--- src/rtl/debounce_pkg.sv ---
// Shared types and helpers for the button debouncer bank.
package debounce_pkg;

  typedef enum logic [1:0] {
    RPT_IDLE,
    RPT_DELAY,
    RPT_REPEAT
  } repeat_state_e;

  // Counter width for a modulus, never less than one bit.
  function automatic int clog2_min1(input int value);
    return (value <= 1) ? 1 : $clog2(value);
  endfunction

endpackage

--- src/rtl/debounce_channel.sv ---
// One debouncer channel: synchroniser, tick-driven stability filter,
// registered press/release pulses and an optional auto-repeat FSM.
module debounce_channel
  import debounce_pkg::*;
#(
  parameter int STABLE_SAMPLES = 3,
  parameter int ACTIVE_LOW     = 0,
  parameter int REPEAT_EN      = 0,
  parameter int REPEAT_DELAY   = 25,
  parameter int REPEAT_RATE    = 8
) (
  input  logic clk,
  input  logic rst_n,
  input  logic tick,
  input  logic sig_in,
  output logic level,
  output logic pressed,
  output logic released
);

  localparam int SW      = clog2_min1(STABLE_SAMPLES);
  localparam int RPT_MAX = (REPEAT_DELAY > REPEAT_RATE) ? REPEAT_DELAY : REPEAT_RATE;
  localparam int RW      = clog2_min1(RPT_MAX);

  localparam logic [SW-1:0] STABLE_LAST = SW'(STABLE_SAMPLES - 1);
  localparam logic [RW-1:0] DELAY_LAST  = RW'(REPEAT_DELAY - 1);
  localparam logic [RW-1:0] RATE_LAST   = RW'(REPEAT_RATE - 1);
  localparam logic          INVERT      = (ACTIVE_LOW != 0);

  logic          sync1_q, sync2_q;
  logic          level_q, level_d;
  logic [SW-1:0] stable_cnt_q, stable_cnt_d;
  logic          pressed_q, pressed_d;
  logic          released_q, released_d;
  repeat_state_e rpt_state_q, rpt_state_d;
  logic [RW-1:0] rpt_cnt_q, rpt_cnt_d;
  logic          level_rise, level_fall, repeat_fire;

  // Stability filter: Level flips only after STABLE_SAMPLES disagreeing ticks.
  // NOTE: every always_comb output gets a default first so no path infers a latch.
  always_comb begin
    level_d      = level_q;
    stable_cnt_d = stable_cnt_q;
    if (tick) begin
      if (sync2_q == level_q) begin
        stable_cnt_d = '0;
      end else if (stable_cnt_q == STABLE_LAST) begin
        level_d      = ~level_q;
        stable_cnt_d = '0;
      end else begin
        stable_cnt_d = stable_cnt_q + 1'b1;
      end
    end
  end

  assign level_rise = level_d & ~level_q;
  assign level_fall = ~level_d & level_q;

  // Repeat FSM next state; a falling Level always wins over a pending tick.
  always_comb begin
    rpt_state_d = rpt_state_q;
    rpt_cnt_d   = rpt_cnt_q;
    case (rpt_state_q)
      RPT_IDLE: begin
        if (level_rise) begin
          rpt_state_d = RPT_DELAY;
          rpt_cnt_d   = '0;
        end
      end
      RPT_DELAY: begin
        if (level_fall) begin
          rpt_state_d = RPT_IDLE;
          rpt_cnt_d   = '0;
        end else if (tick) begin
          if (rpt_cnt_q == DELAY_LAST) begin
            rpt_state_d = RPT_REPEAT;
            rpt_cnt_d   = '0;
          end else begin
            rpt_cnt_d = rpt_cnt_q + 1'b1;
          end
        end
      end
      RPT_REPEAT: begin
        if (level_fall) begin
          rpt_state_d = RPT_IDLE;
          rpt_cnt_d   = '0;
        end else if (tick) begin
          rpt_cnt_d = (rpt_cnt_q == RATE_LAST) ? '0 : rpt_cnt_q + 1'b1;
        end
      end
      default: begin
        rpt_state_d = RPT_IDLE;
        rpt_cnt_d   = '0;
      end
    endcase
    if (REPEAT_EN == 0) begin
      rpt_state_d = RPT_IDLE;
      rpt_cnt_d   = '0;
    end
  end

  always_comb begin
    repeat_fire = 1'b0;
    if (tick && !level_fall) begin
      case (rpt_state_q)
        RPT_DELAY:  repeat_fire = (rpt_cnt_q == DELAY_LAST);
        RPT_REPEAT: repeat_fire = (rpt_cnt_q == RATE_LAST);
        default:    repeat_fire = 1'b0;
      endcase
    end
    pressed_d  = level_rise | repeat_fire;
    released_d = level_fall;
  end

  // NOTE: sequential state uses non-blocking assignments so every flop samples pre-edge values.
  always_ff @(posedge clk) begin
    if (!rst_n) begin
      sync1_q      <= 1'b0;
      sync2_q      <= 1'b0;
      level_q      <= 1'b0;
      stable_cnt_q <= '0;
      pressed_q    <= 1'b0;
      released_q   <= 1'b0;
      rpt_state_q  <= RPT_IDLE;
      rpt_cnt_q    <= '0;
    end else begin
      sync1_q      <= sig_in ^ INVERT;
      sync2_q      <= sync1_q;
      level_q      <= level_d;
      stable_cnt_q <= stable_cnt_d;
      pressed_q    <= pressed_d;
      released_q   <= released_d;
      rpt_state_q  <= rpt_state_d;
      rpt_cnt_q    <= rpt_cnt_d;
    end
  end

  assign level    = level_q;
  assign pressed  = pressed_q;
  assign released = released_q;

endmodule

--- src/rtl/button_debouncer_bank.sv ---
// Multi-channel button debouncer: a shared sample-tick prescaler driving
// CHANNELS independent debounce_channel instances.
module button_debouncer_bank
  import debounce_pkg::*;
#(
  parameter int CHANNELS       = 5,
  parameter int SAMPLE_PERIOD  = 20000,
  parameter int STABLE_SAMPLES = 3,
  parameter int ACTIVE_LOW     = 0,
  parameter int REPEAT_EN      = 0,
  parameter int REPEAT_DELAY   = 25,
  parameter int REPEAT_RATE    = 8
) (
  input  logic                Clock,
  input  logic                Reset_n,
  input  logic [CHANNELS-1:0] Signal,
  output logic [CHANNELS-1:0] Level,
  output logic [CHANNELS-1:0] Pressed,
  output logic [CHANNELS-1:0] Released
);

  localparam int              PW         = clog2_min1(SAMPLE_PERIOD);
  localparam logic [PW-1:0]   PRESC_LAST = PW'(SAMPLE_PERIOD - 1);

  logic [PW-1:0] presc_q, presc_d;
  logic          tick;

  always_comb begin
    tick    = (presc_q == PRESC_LAST);
    presc_d = tick ? '0 : presc_q + 1'b1;
  end

  always_ff @(posedge Clock) begin
    if (!Reset_n) presc_q <= '0;
    else          presc_q <= presc_d;
  end

  for (genvar ch = 0; ch < CHANNELS; ch++) begin : g_chan
    debounce_channel #(
      .STABLE_SAMPLES (STABLE_SAMPLES),
      .ACTIVE_LOW     (ACTIVE_LOW),
      .REPEAT_EN      (REPEAT_EN),
      .REPEAT_DELAY   (REPEAT_DELAY),
      .REPEAT_RATE    (REPEAT_RATE)
    ) u_chan (
      .clk      (Clock),
      .rst_n    (Reset_n),
      .tick     (tick),
      .sig_in   (Signal[ch]),
      .level    (Level[ch]),
      .pressed  (Pressed[ch]),
      .released (Released[ch])
    );
  end

endmodule

--- config.mk ---
export PLATFORM = sky130hd
export DESIGN_NAME = button_debouncer_bank
export DESIGN_NICKNAME = d
export VERILOG_FILES = /design/src/rtl/debounce_pkg.sv /design/src/rtl/debounce_channel.sv /design/src/rtl/button_debouncer_bank.sv
export SDC_FILE = /design/constraint.sdc
export NUM_CORES = 1
export LEC_CHECK = 0
export BUFFER_PORTS_ARGS = -buffer_cell sky130_fd_sc_hd__buf_2
export CORE_UTILIZATION = 35
export CTS_BUF_LIST = sky130_fd_sc_hd__clkbuf_4 sky130_fd_sc_hd__clkbuf_8
export DETAILED_ROUTE_END_ITERATION = 12
export PLACE_DENSITY = 0.56
export SYNTH_ARGS = -nofsm -noshare
export SYNTH_HDL_FRONTEND = slang
export SYNTH_HIERARCHICAL = 1
export SYNTH_SLANG_ARGS = --single-unit
--- constraint.sdc ---
create_clock -name Clock -period 3 [get_ports Clock]
set_input_delay 0 -clock Clock [delete_from_list [all_inputs] [get_ports Clock]]
set_output_delay 0 -clock Clock [all_outputs]
set_load 0.03 [all_outputs]
After elaboration in Yosys (flattened, before gate mapping)
Index checks and enable logic that the tools add are counted.

storage, ports and cells
  word-level logic and storage cells = 95
  input bits = 7
  register bits after elaboration = 50
  output and inout port bits = 15
  latch bits = 0
  memories = 0
  bits in writable memories = 0
  memory bits (read-only) = 0

cells by class
  shift operators = 0
  eq/ne operators = 11
  order comparisons = 0
  multiplexer cells = 25
  multiply operators = 0
  $add $sub $neg = 6
  reduce and logical (&&, ||, !) cells = 1
  bitwise gates (word level) = 21
  divide/modulo/power cells = 0

operators by type and width
  cell                   number
  $mux 2                 10
  $add 15x1->15 const B  1
  $eq 15x15->1 const B   1
  $mux 1                 15
  $not 1->1              11
  $add 2x1->2 const B    5
  $and 1x1->1            10
  $eq 2x2->1 const B     5
  $eq 1x1->1             5
  $reduce_or 2->1        1

Longest topological paths before layout
Gate-level depths: netlist (run 1).

  depth after elaboration = 6
  gate-level depth with buffers = 6
  mapped depth without buffers = 6

By module
Netlist (run 1), hierarchy kept.

modules (own cells, without submodules)
  module                 seq. area each (um^2)  area each (um^2)  times used  cells an instance
  debounce_channel       140.1                  287.8             5           24
  button_debouncer_bank  300.3                  679.4             1           75

Least setup slack after synthesis (run 1)
No wires, ideal clock.

  path type = register -> register
  start point = register presc_q[7]
  end point = register g_chan[0].u_chan.pressed_q
  path slack = 562 ps
  setup time = 74 ps
  cell stages (with the launch flop) = 7
  buffers on the path = 1
  data arrival time = 2364 ps
  period minus slack after synthesis = 2438 ps
  data required time = 2926 ps
  cells stage by stage = dfxtp_1 > buf_6 > or4b_1 > or4_4 > inv_1 > nand4b_4 > nor3b_2

between the ends
  word-level cells in the longest chain between the ends = 3

ends and longest elaborated chain
  element                 line                         source
  start, declared         button_debouncer_bank.sv:25  logic [PW-1:0] presc_q, presc_d;
  start signal, assigned  button_debouncer_bank.sv:35  else presc_q <= presc_d;
  $eq 15x15->1            button_debouncer_bank.sv:29  tick = (presc_q == PRESC_LAST);
  net tick                button_debouncer_bank.sv:26  logic tick;
  $mux 1                  debounce_channel.sv:44       if (tick) begin
  $and 1x1->1             debounce_channel.sv:56       assign level_rise = level_d & ~level_q;
  end signal, assigned    debounce_channel.sv:131      pressed_q <= pressed_d;
  end, declared           debounce_channel.sv:33       logic pressed_q, pressed_d;

The timed path passes the listed nets, and every way through them passes these cells.
A chain may end at the register's enable or synchronous reset.

Worst setup path after layout (run 1)
Same ends and word-level chain as after synthesis.

==> results of run 1 <==
[cells by family (layout without fill, tap and decap cells)]
kind of cell	count (synthesis)	after routing	share of synthesized area, %
buf+inv	10	39	3.37
compound gates	12	12	2.95
xor+xnor	17	17	7.03
mux	5	5	2.36
fa+ha+maj	1	1	0.591
flops	50	50	47.3
simple gates	100	100	36.4
[flip-flops by register name, indices dropped and copies added (netlist names)]
name / count
g_chan.u_chan/sync1_q: 5
g_chan.u_chan/level: 5
g_chan.u_chan/released: 5
g_chan.u_chan/sync2_q: 5
g_chan.u_chan/stable_cnt_q: 10
presc_q: 15
g_chan.u_chan/pressed: 5
[routing by layer]
metal  vias up  global-route usage [%]
met1       679                    13.8
met3         8                    3.09
met4         0                    6.96
li1        740                       -
met2        25                    19.1
met5         -                       0
[worst paths after layout]
path | startpoint | to | slack (ns) | cells past startpoint
worst max-delay path | presc_q[7] | g_chan[0].u_chan/pressed | 0.78 | 6
worst max register to register | presc_q[7] | g_chan[0].u_chan/pressed | 0.78 | 6
worst min register to register | g_chan[2].u_chan/sync1_q | g_chan[2].u_chan/sync2_q | 0.44 | 1
worst min-delay path | Reset_n | g_chan[3].u_chan/level | 0.21 | 3
[cell type report]
type	count	area [um^2]
Inverter	3	11.3
Tap cell	72	90.1
Fill cell	564	3270
Multi-Input combinational cell	135	1050
Clock inverter	3	21.3
Timing Repair Buffer	28	170
Clock buffer	5	68.8
Sequential cell	50	1000
[where the power goes]
part | internal [mW] | switching (mW) | total, mW
logic | 0.0172 | 0.0196 | 0.0368
registers | 0.673 | 0.00736 | 0.680
clock network | 0.164 | 0.227 | 0.391
[placed cells by master (no fill, tap or decap), types with 2 or more instances in the layout]
master	instances
and2_1	12
buf_2	21
buf_4	2
clkbuf_8	5
dfxtp_1	50
dlygate4sd3_1	5
inv_1	3
mux2i_1	5
nand2_1	12
nand3_1	7
nand3b_1	15
nand4_1	2
nand4b_1	5
nand4b_4	5
nand4bb_1	5
nor2_1	13
nor3_1	3
nor3b_2	10
nor4_1	3
o21ai_1	10
or4b_1	2
xnor2_1	14
xor2_1	3
[what timing repair did]
item	in CTS	in global routing
hold buffers	5	0
endpoints found under the hold margin	5	0
setup buffers	0	0
[worst max-delay path: stages, from the launching register on]
cell and delay, ns:
dfxtp_1 0.38, or4b_1 0.52, or4_4 0.54, inv_1 0.07, buf_4 0.31, nand4b_4 0.15
nor3b_2 0.18
[through the flow]
stage | setup slack [ns] | util [%]
after floorplan | 0.562 | -
after global placement | 0.791 | 40.0
after detailed placement | 0.784 | 40.0
after CTS | 0.775 | 42.4
after global routing | 0.637 | 42.4
final | 0.776 | 42.4
==> results.json, run 1 <==
{
  "p_leak_nw": 0.908,
  "synth.area.top_cells": "dfxtp_1 47%, nor3b_2 5.9%, xnor2_1 5.8%",
  "status": "finished clean",
  "finalPower_mw": 1.11,
  "die_width_um": 79.8,
  "die_h_um": 79.8,
  "ant_nets": 0,
  "cap_violations": 0,
  "yosysTopAreaCell": "dfxtp_1",
  "seq_area_frac_synth_pct": 47.3,
  "drt-total-wl_um": 3380,
  "drtIter0Drc": 53,
  "grt_max_degree": 32,
  "yosysMostFrequentCell": "dfxtp_1",
  "hold_ws_ns": 0.212,
  "hold_viol": 0,
  "initial_utilization_pct": 37.3,
  "worstPathMaxFanout": 30,
  "max_freq_mhz": 450,
  "tightest_slew_ns": 0.567,
  "fin_area_um2": 2410,
  "clk_path_buf_depth": 2,
  "grt_pass1_wl_um": 5780,
  "netlist_area_um2": 2120,
  "cp-end-kind": "flop",
  "placedCellCount": 283,
  "path_clk_slew_ns": 0.09,
  "route.met2.wl_um": 1580,
  "skew_ns": 0.00833,
  "root_buffer": "clkbuf_8",
  "clkSinkCount": 50,
  "port_buffers": 21,
  "cp.required_ns": 3.24,
  "avgSynthCellArea_um2": 10.9,
  "drive_above_1_share_pct": 22.3,
  "gp_congestion": 0.780,
  "max_slew_margin_pct": 62.2,
  "core_um2": 5680,
  "rows": 27,
  "grt_pass1_vias": 1320,
  "finalSetupTns_ns": 0,
  "wl_met1_um": 1600,
  "async_reset_ff_share_pct": 0,
  "cts_max_level": 2,
  "top_layer": "met4",
  "worstSkewPairLatency_ns": 0.31,
  "ir_worst_vdd_mv": 0.218,
  "synthCells": 195,
  "wire_per_inst_um": 11.4,
  "drc_errors": 0,
  "dpl_cell_area_um2": 2270,
  "rsz0062_at_grt": "no",
  "vias": 1452,
  "synth.net_count": 203,
  "antenna_cells": 0,
  "numCtsBuffers": 5,
  "post_cts_resized": 0,
  "syn_to_final_growth_pct": 13.7,
  "vias_per_cell": 4.91,
  "crit_type": "flop to flop",
  "antenna_found_initial": 0,
  "finish.net_count": 231,
  "tritoncts": "built",
  "stdcell_count": 296,
  "start_kind": "flop",
  "finalSetupViolCount": 0,
  "yosysWarnings": 6,
  "synthFlopType": "dfxtp_1",
  "arrival_ns": 2.46,
  "fin_crit_sh_pct": 74.1,
  "synth_common_cells": "50 x dfxtp_1, 15 x nand3b_1, 14 x xnor2_1",
  "ys_ff_latch": 50,
  "synth_cell_types": 30,
  "p_per_area_nw_per_um2": 460,
  "hpwl_um": 2220,
  "synth_edf_count": 0,
  "period_needed_ns": 2.22,
  "drv_slew": 0,
  "ioPinCount": 22,
  "grt_usage_pct": 11.8,
  "min_path_type": "input pin to flop",
  "wl_met3_um": 112,
  "first_pass_iters": 4,
  "yosys.area.top_type_share_pct": 47.3,
  "die_area_um2": 6370,
  "grt_overflow": 0
}
Note: power is estimated with default switching activity, not from simulation.
==> run 2: changes to the inputs <==
clock period = 2.2 ns   (was 3 ns; I/O delays follow)
==> results.json, run 2 (synthesis gave the netlist of run 1 again) <==
{
  "final_cell_mix": "49 x dfxtp_1, 21 x buf_2, 15 x nand3b_1, 14 x xnor2_1, 13 x nor2_1",
  "top_register": "presc_q",
  "grt_max_degree": 37,
  "arrival_ns": 2.34,
  "grt_pass1_vias": 1368,
  "status": "finished clean",
  "grt_overflow": 0,
  "min_path_type": "input pin to flop",
  "drc_errors": 0,
  "top_regs": "presc_q: 15 flops, g_chan.u_chan/stable_cnt_q: 10 flops",
  "combPwrFrac_pct": 3.1,
  "netSwitchingPower_uw": 322,
  "drv_slew": 0,
  "core_um2": 5680,
  "fin_crit_sh_pct": 96.1,
  "rsz0062_at_grt": "no",
  "drtIter0Drc": 85,
  "p_clk_share_pct": 39.9,
  "p_leak_nw": 0.939,
  "clkSinkCount": 50,
  "largest_reg_flops": 15,
  "worstSkewPairLatency_ns": 0.29,
  "drt-total-wl_um": 3490,
  "placedCellCount": 288,
  "post_cts_buffers": 0,
  "numCtsBuffers": 5,
  "ant_nets": 0,
  "die_width_um": 79.8,
  "tritoncts": "built",
  "finish.net_count": 236,
  "finalCoreUtilization_pct": 43.8,
  "cellInternalPower_mw": 1.31,
  "root_buffer": "clkbuf_8",
  "finalSetupTns_ns": 0,
  "hp-start": "Reset_n",
  "antenna_cells": 0,
  "reg2reg_to": "g_chan[4].u_chan/pressed",
  "hold_path_end": "g_chan[0].u_chan/level",
  "gp_congestion": 0.748,
  "antenna_found_initial": 0,
  "hpwl_um": 2390,
  "hold_ws_ns": 0.284,
  "wire_per_inst_um": 11.6,
  "period_needed_ns": 2.11,
  "crit_type": "flop to flop",
  "cts_max_level": 2,
  "cp.required_ns": 2.42,
  "start_kind": "flop",
  "cap_violations": 0,
  "tightest_slew_ns": 0.681,
  "sequentialPowerShare_pct": 57.0,
  "hold_viol": 0,
  "path_clk_slew_ns": 0.09,
  "die_area_um2": 6370,
  "skew_ns": 0.00931,
  "rrSetupSlack_ns": 0.09,
  "max_slew_margin_pct": 54.6,
  "layout_commonest_cell": "dfxtp_1",
  "drive_above_1_share_pct": 24.6,
  "syn_to_final_growth_pct": 17.4,
  "reg2regPathDepth": 6,
  "port_buffers": 21,
  "stdcell_count": 300,
  "worstPathMaxFanout": 30,
  "initial_utilization_pct": 37.3,
  "cp-end-kind": "flop",
  "p_per_area_nw_per_um2": 655,
  "finalSetupViolCount": 0,
  "first_pass_iters": 4,
  "holdPathStages": 3,
  "ir_worst_vdd_mv": 0.398,
  "max_freq_mhz": 473,
  "vias_per_cell": 4.85,
  "die_h_um": 79.8,
  "grt_usage_pct": 12.0,
  "ioPinCount": 22,
  "reg2reg_from": "presc_q[13]",
  "grt_pass1_wl_um": 5970,
  "rows": 27,
  "clk_path_buf_depth": 2,
  "switching_share_pct": 19.8,
  "vias": 1454
}
run 2: cell count changes in the layout (fill, tap and decap cells not counted):
| cell | previous run | this run |
|---|---|---|
| dfxtp_1 | 50 | 49 |
| buf_12 | 0 | 1 |
| clkinv_4 | 1 | 0 |
| dfxtp_2 | 0 | 1 |
| buf_4 | 2 | 6 |
| bufinv_16 | 0 | 1 |
| clkbuf_8 | 5 | 6 |
| inv_1 | 3 | 2 |
| clkinv_2 | 1 | 0 |
run 2: final cells by class:
cell class | count | area (um^2)
multi-input cells | 135 | 1050
clock inverters | 1 | 30.0
clock buffers | 6 | 82.6
flip-flops and latches | 50 | 1000
fillers | 570 | 3190
inverters | 3 | 15.0
well taps | 72 | 90.1
repair buffers | 33 | 220
run 2: power by group through the flow:
| stage | logic, mW | clock network, mW | registers, mW |
|---|---|---|---|
| after global routing | 0.0580 | 0.706 | 0.930 |
| after floorplan | 0.0374 | 0 | 0.946 |
| after CTS | 0.0519 | 0.677 | 0.928 |
| after global placement | 0.0449 | 0 | 0.948 |
| final | 0.0510 | 0.650 | 0.927 |
| after detailed placement | 0.0450 | 0 | 0.949 |
run 2: critical path: stages, from the launching register on:
cell	delay, ns
dfxtp_2	0.34
or4b_1	0.51
or4_4	0.58
clkinvlp_4	0.10
buf_12	0.18
nand4b_4	0.12
nor3b_2	0.21
run 2: what timing repair did:
action                     in CTS  in global routing
hold buffers                    5                  0
hold endpoints to repair        5                  0
setup endpoints to repair       0                  1
resized for setup               0                  1
run 2: layer usage:
metal / vias up / track usage [%] / share of wire (%)
li1: 751 / - / -
met1: 677 / 15.2 / 52
met2: 21 / 18.9 / 43
met3: 5 / 3.54 / 3.3
met4: 0 / 4.82 / 1.3
met5: - / 0 / 0
run 2: how the worst max path moves through the flow:
stage | from | endpoint | slack, ns | cells after the start
global route | presc_q[13] | g_chan[4].u_chan/pressed | 0.01 | 6
floorplan | presc_q[7] | g_chan[0].u_chan/pressed | 0.03 | 6
CTS | presc_q[13] | g_chan[4].u_chan/pressed | 0.06 | 6
detailed placement | presc_q[13] | g_chan[4].u_chan/pressed | 0.09 | 6
global placement | presc_q[13] | g_chan[4].u_chan/level | 0.14 | 6
finish | presc_q[13] | g_chan[4].u_chan/pressed | 0.09 | 6
run 2: metrics by stage:
stage | power (mW) | setup WS (ns) | area, um^2
floorplan | 0.984 | 0.0258 | 2120
global placement | 0.993 | 0.138 | 2320
detailed placement | 0.994 | 0.0892 | 2320
CTS | 1.66 | 0.0569 | 2480
global route | 1.69 | 0.0103 | 2490
finish | 1.63 | 0.0851 | 2490
==> run 3: changes to the inputs <==
REMOVE_ABC_BUFFERS = 1   (was not set)
clock period = 2.6 ns   (was 2.2 ns; I/O delays follow)
==> results.json, run 3 (synthesis gave the netlist of run 1 again) <==
{
  "drv_slew": 0,
  "initial_utilization_pct": 37.3,
  "max_slew_margin_pct": 70.0,
  "crit_type": "flop to flop",
  "antenna_cells": 0,
  "finalPower_mw": 1.37,
  "numCtsBuffers": 5,
  "cap_violations": 0,
  "start_kind": "flop",
  "path_clk_slew_ns": 0.09,
  "grt_usage_pct": 12.6,
  "fin_crit_sh_pct": 88.1,
  "ioPinCount": 22,
  "tightest_slew_ns": 0.450,
  "drtIter0Drc": 78,
  "cts_max_level": 2,
  "clk_path_buf_depth": 2,
  "drc_errors": 0,
  "reg2regPathDepth": 6,
  "first_pass_iters": 4,
  "die_area_um2": 6370,
  "cp_cell_sequence": "or4b_1 > or4_4 > inv_1 > buf_4 > nand4b_4 > nor3b_2",
  "netSwitchingPower_uw": 287,
  "syn_to_final_growth_pct": 15.2,
  "grt_overflow": 0,
  "gp_congestion": 0.765,
  "ir_worst_vdd_mv": 0.313,
  "top_register": "presc_q",
  "core_um2": 5680,
  "vias_per_cell": 4.88,
  "port_buffers": 21,
  "reg2reg_from": "presc_q[8]",
  "vias": 1448,
  "post_cts_resized": 0,
  "max_freq_mhz": 436,
  "grt_max_degree": 27,
  "ant_nets": 0,
  "switching_share_pct": 21.0,
  "finalSetupViolCount": 0,
  "cp.buffers_inverters": 2,
  "sequentialPowerShare_pct": 57.3,
  "skew_ns": 0.00310,
  "top_regs": "presc_q: 15 flops, g_chan.u_chan/stable_cnt_q: 10 flops",
  "grt_pass1_vias": 1354,
  "rows": 27,
  "fin_area_um2": 2440,
  "cp-end-kind": "flop",
  "p_clk_share_pct": 39.6,
  "p_leak_nw": 0.920,
  "root_buffer": "clkbuf_8",
  "finish.net_count": 232,
  "crit_family": "simple AND/OR/NAND/NOR gates",
  "final_cell_mix": "50 x dfxtp_1, 21 x buf_2, 15 x nand3b_1, 14 x xnor2_1, 13 x nor2_1",
  "finalSetupTns_ns": 0,
  "tritoncts": "built",
  "layout_commonest_cell": "dfxtp_1",
  "period_needed_ns": 2.29,
  "cp.required_ns": 2.84,
  "max_stage_delay_ns": 0.53,
  "hpwl_um": 2310,
  "hold_path_end": "g_chan[1].u_chan/level",
  "largest_reg_flops": 15,
  "p_per_area_nw_per_um2": 561,
  "die_h_um": 79.8,
  "worstSkewPairLatency_ns": 0.30,
  "clkSinkCount": 50,
  "combPwrFrac_pct": 3.1,
  "fillers": 559,
  "status": "finished clean",
  "reg2reg_to": "g_chan[4].u_chan/pressed",
  "hp-start": "Reset_n",
  "hold_viol": 0,
  "holdPathStages": 3,
  "rsz0062_at_grt": "no",
  "worstPathMaxFanout": 12,
  "hold_ws_ns": 0.181,
  "cellInternalPower_mw": 1.08,
  "arrival_ns": 2.53,
  "drive_above_1_share_pct": 22.7,
  "rrSetupSlack_ns": 0.31,
  "dpl_cell_area_um2": 2280,
  "slowest_stage": "or4b_1",
  "min_path_type": "input pin to flop",
  "wire_per_inst_um": 11.6,
  "die_width_um": 79.8,
  "antenna_found_initial": 0,
  "grt_pass1_wl_um": 6110,
  "drt-total-wl_um": 3450
}
==> run 3: worst reg2reg max path: cells and delay by family, from the launching register on <==
family	cells	cell delay, ns
buffers and inverters	2	0.48
and+or+nand+nor	4	1.37
DFF	1	0.38
==> run 3: worst max path at each step <==
| stage | from | end | cells after the start |
|---|---|---|---|
| after global routing | presc_q[8] | g_chan[0].u_chan/stable_cnt_q[0] | 6 |
| after detailed placement | presc_q[8] | g_chan[4].u_chan/pressed | 6 |
| after global placement | presc_q[8] | g_chan[0].u_chan/pressed | 6 |
| after CTS | presc_q[8] | g_chan[4].u_chan/pressed | 6 |
| final | presc_q[8] | g_chan[4].u_chan/pressed | 6 |
| after floorplan | presc_q[8] | g_chan[0].u_chan/pressed | 5 |
==> run 3: power groups by stage <==
stage	sequential (mW)	combinational [mW]	clock, mW
floorplan	0.801	0.0166	0
global placement	0.803	0.0373	0
detailed placement	0.803	0.0379	0
CTS	0.785	0.0434	0.575
global route	0.787	0.0481	0.610
finish	0.785	0.0424	0.542
==> run 3: metal layers <==
layer,track usage [%],vias to the layer above,wire length [um]
li1,-,748,-
met1,15.8,671,1720
met2,19.4,24,1500
met3,4.46,5,161
met4,5.36,0,71
met5,0,-,0
==> run 3: what timing repair did <==
| action | in CTS | in global routing |
|---|---|---|
| hold buffers | 5 | 0 |
| setup buffers | 0 | 0 |
| endpoints found under the hold margin | 5 | 0 |
==> run 3: cell type report <==
class | instances | area (um^2) | area share [%]
inverter | 3 | 11.3 | 0.462
timing repair buffer | 29 | 178 | 7.28
sequential | 50 | 1000 | 41.0
tap | 72 | 90.1 | 3.69
multi-input combinational | 135 | 1050 | 42.9
clock buffer | 5 | 68.8 | 2.82
clock inverter | 3 | 45.0 | 1.85
==> run 3: metrics by stage <==
stage | util, % | worst slack [ns] | instances
final | 43.0 | 0.309 | 297
after global routing | 43.0 | 0.191 | 297
after CTS | 43.0 | 0.297 | 297
after detailed placement | 40.1 | 0.323 | 284
after global placement | 40.1 | 0.373 | 284
after floorplan | - | 0.212 | 188
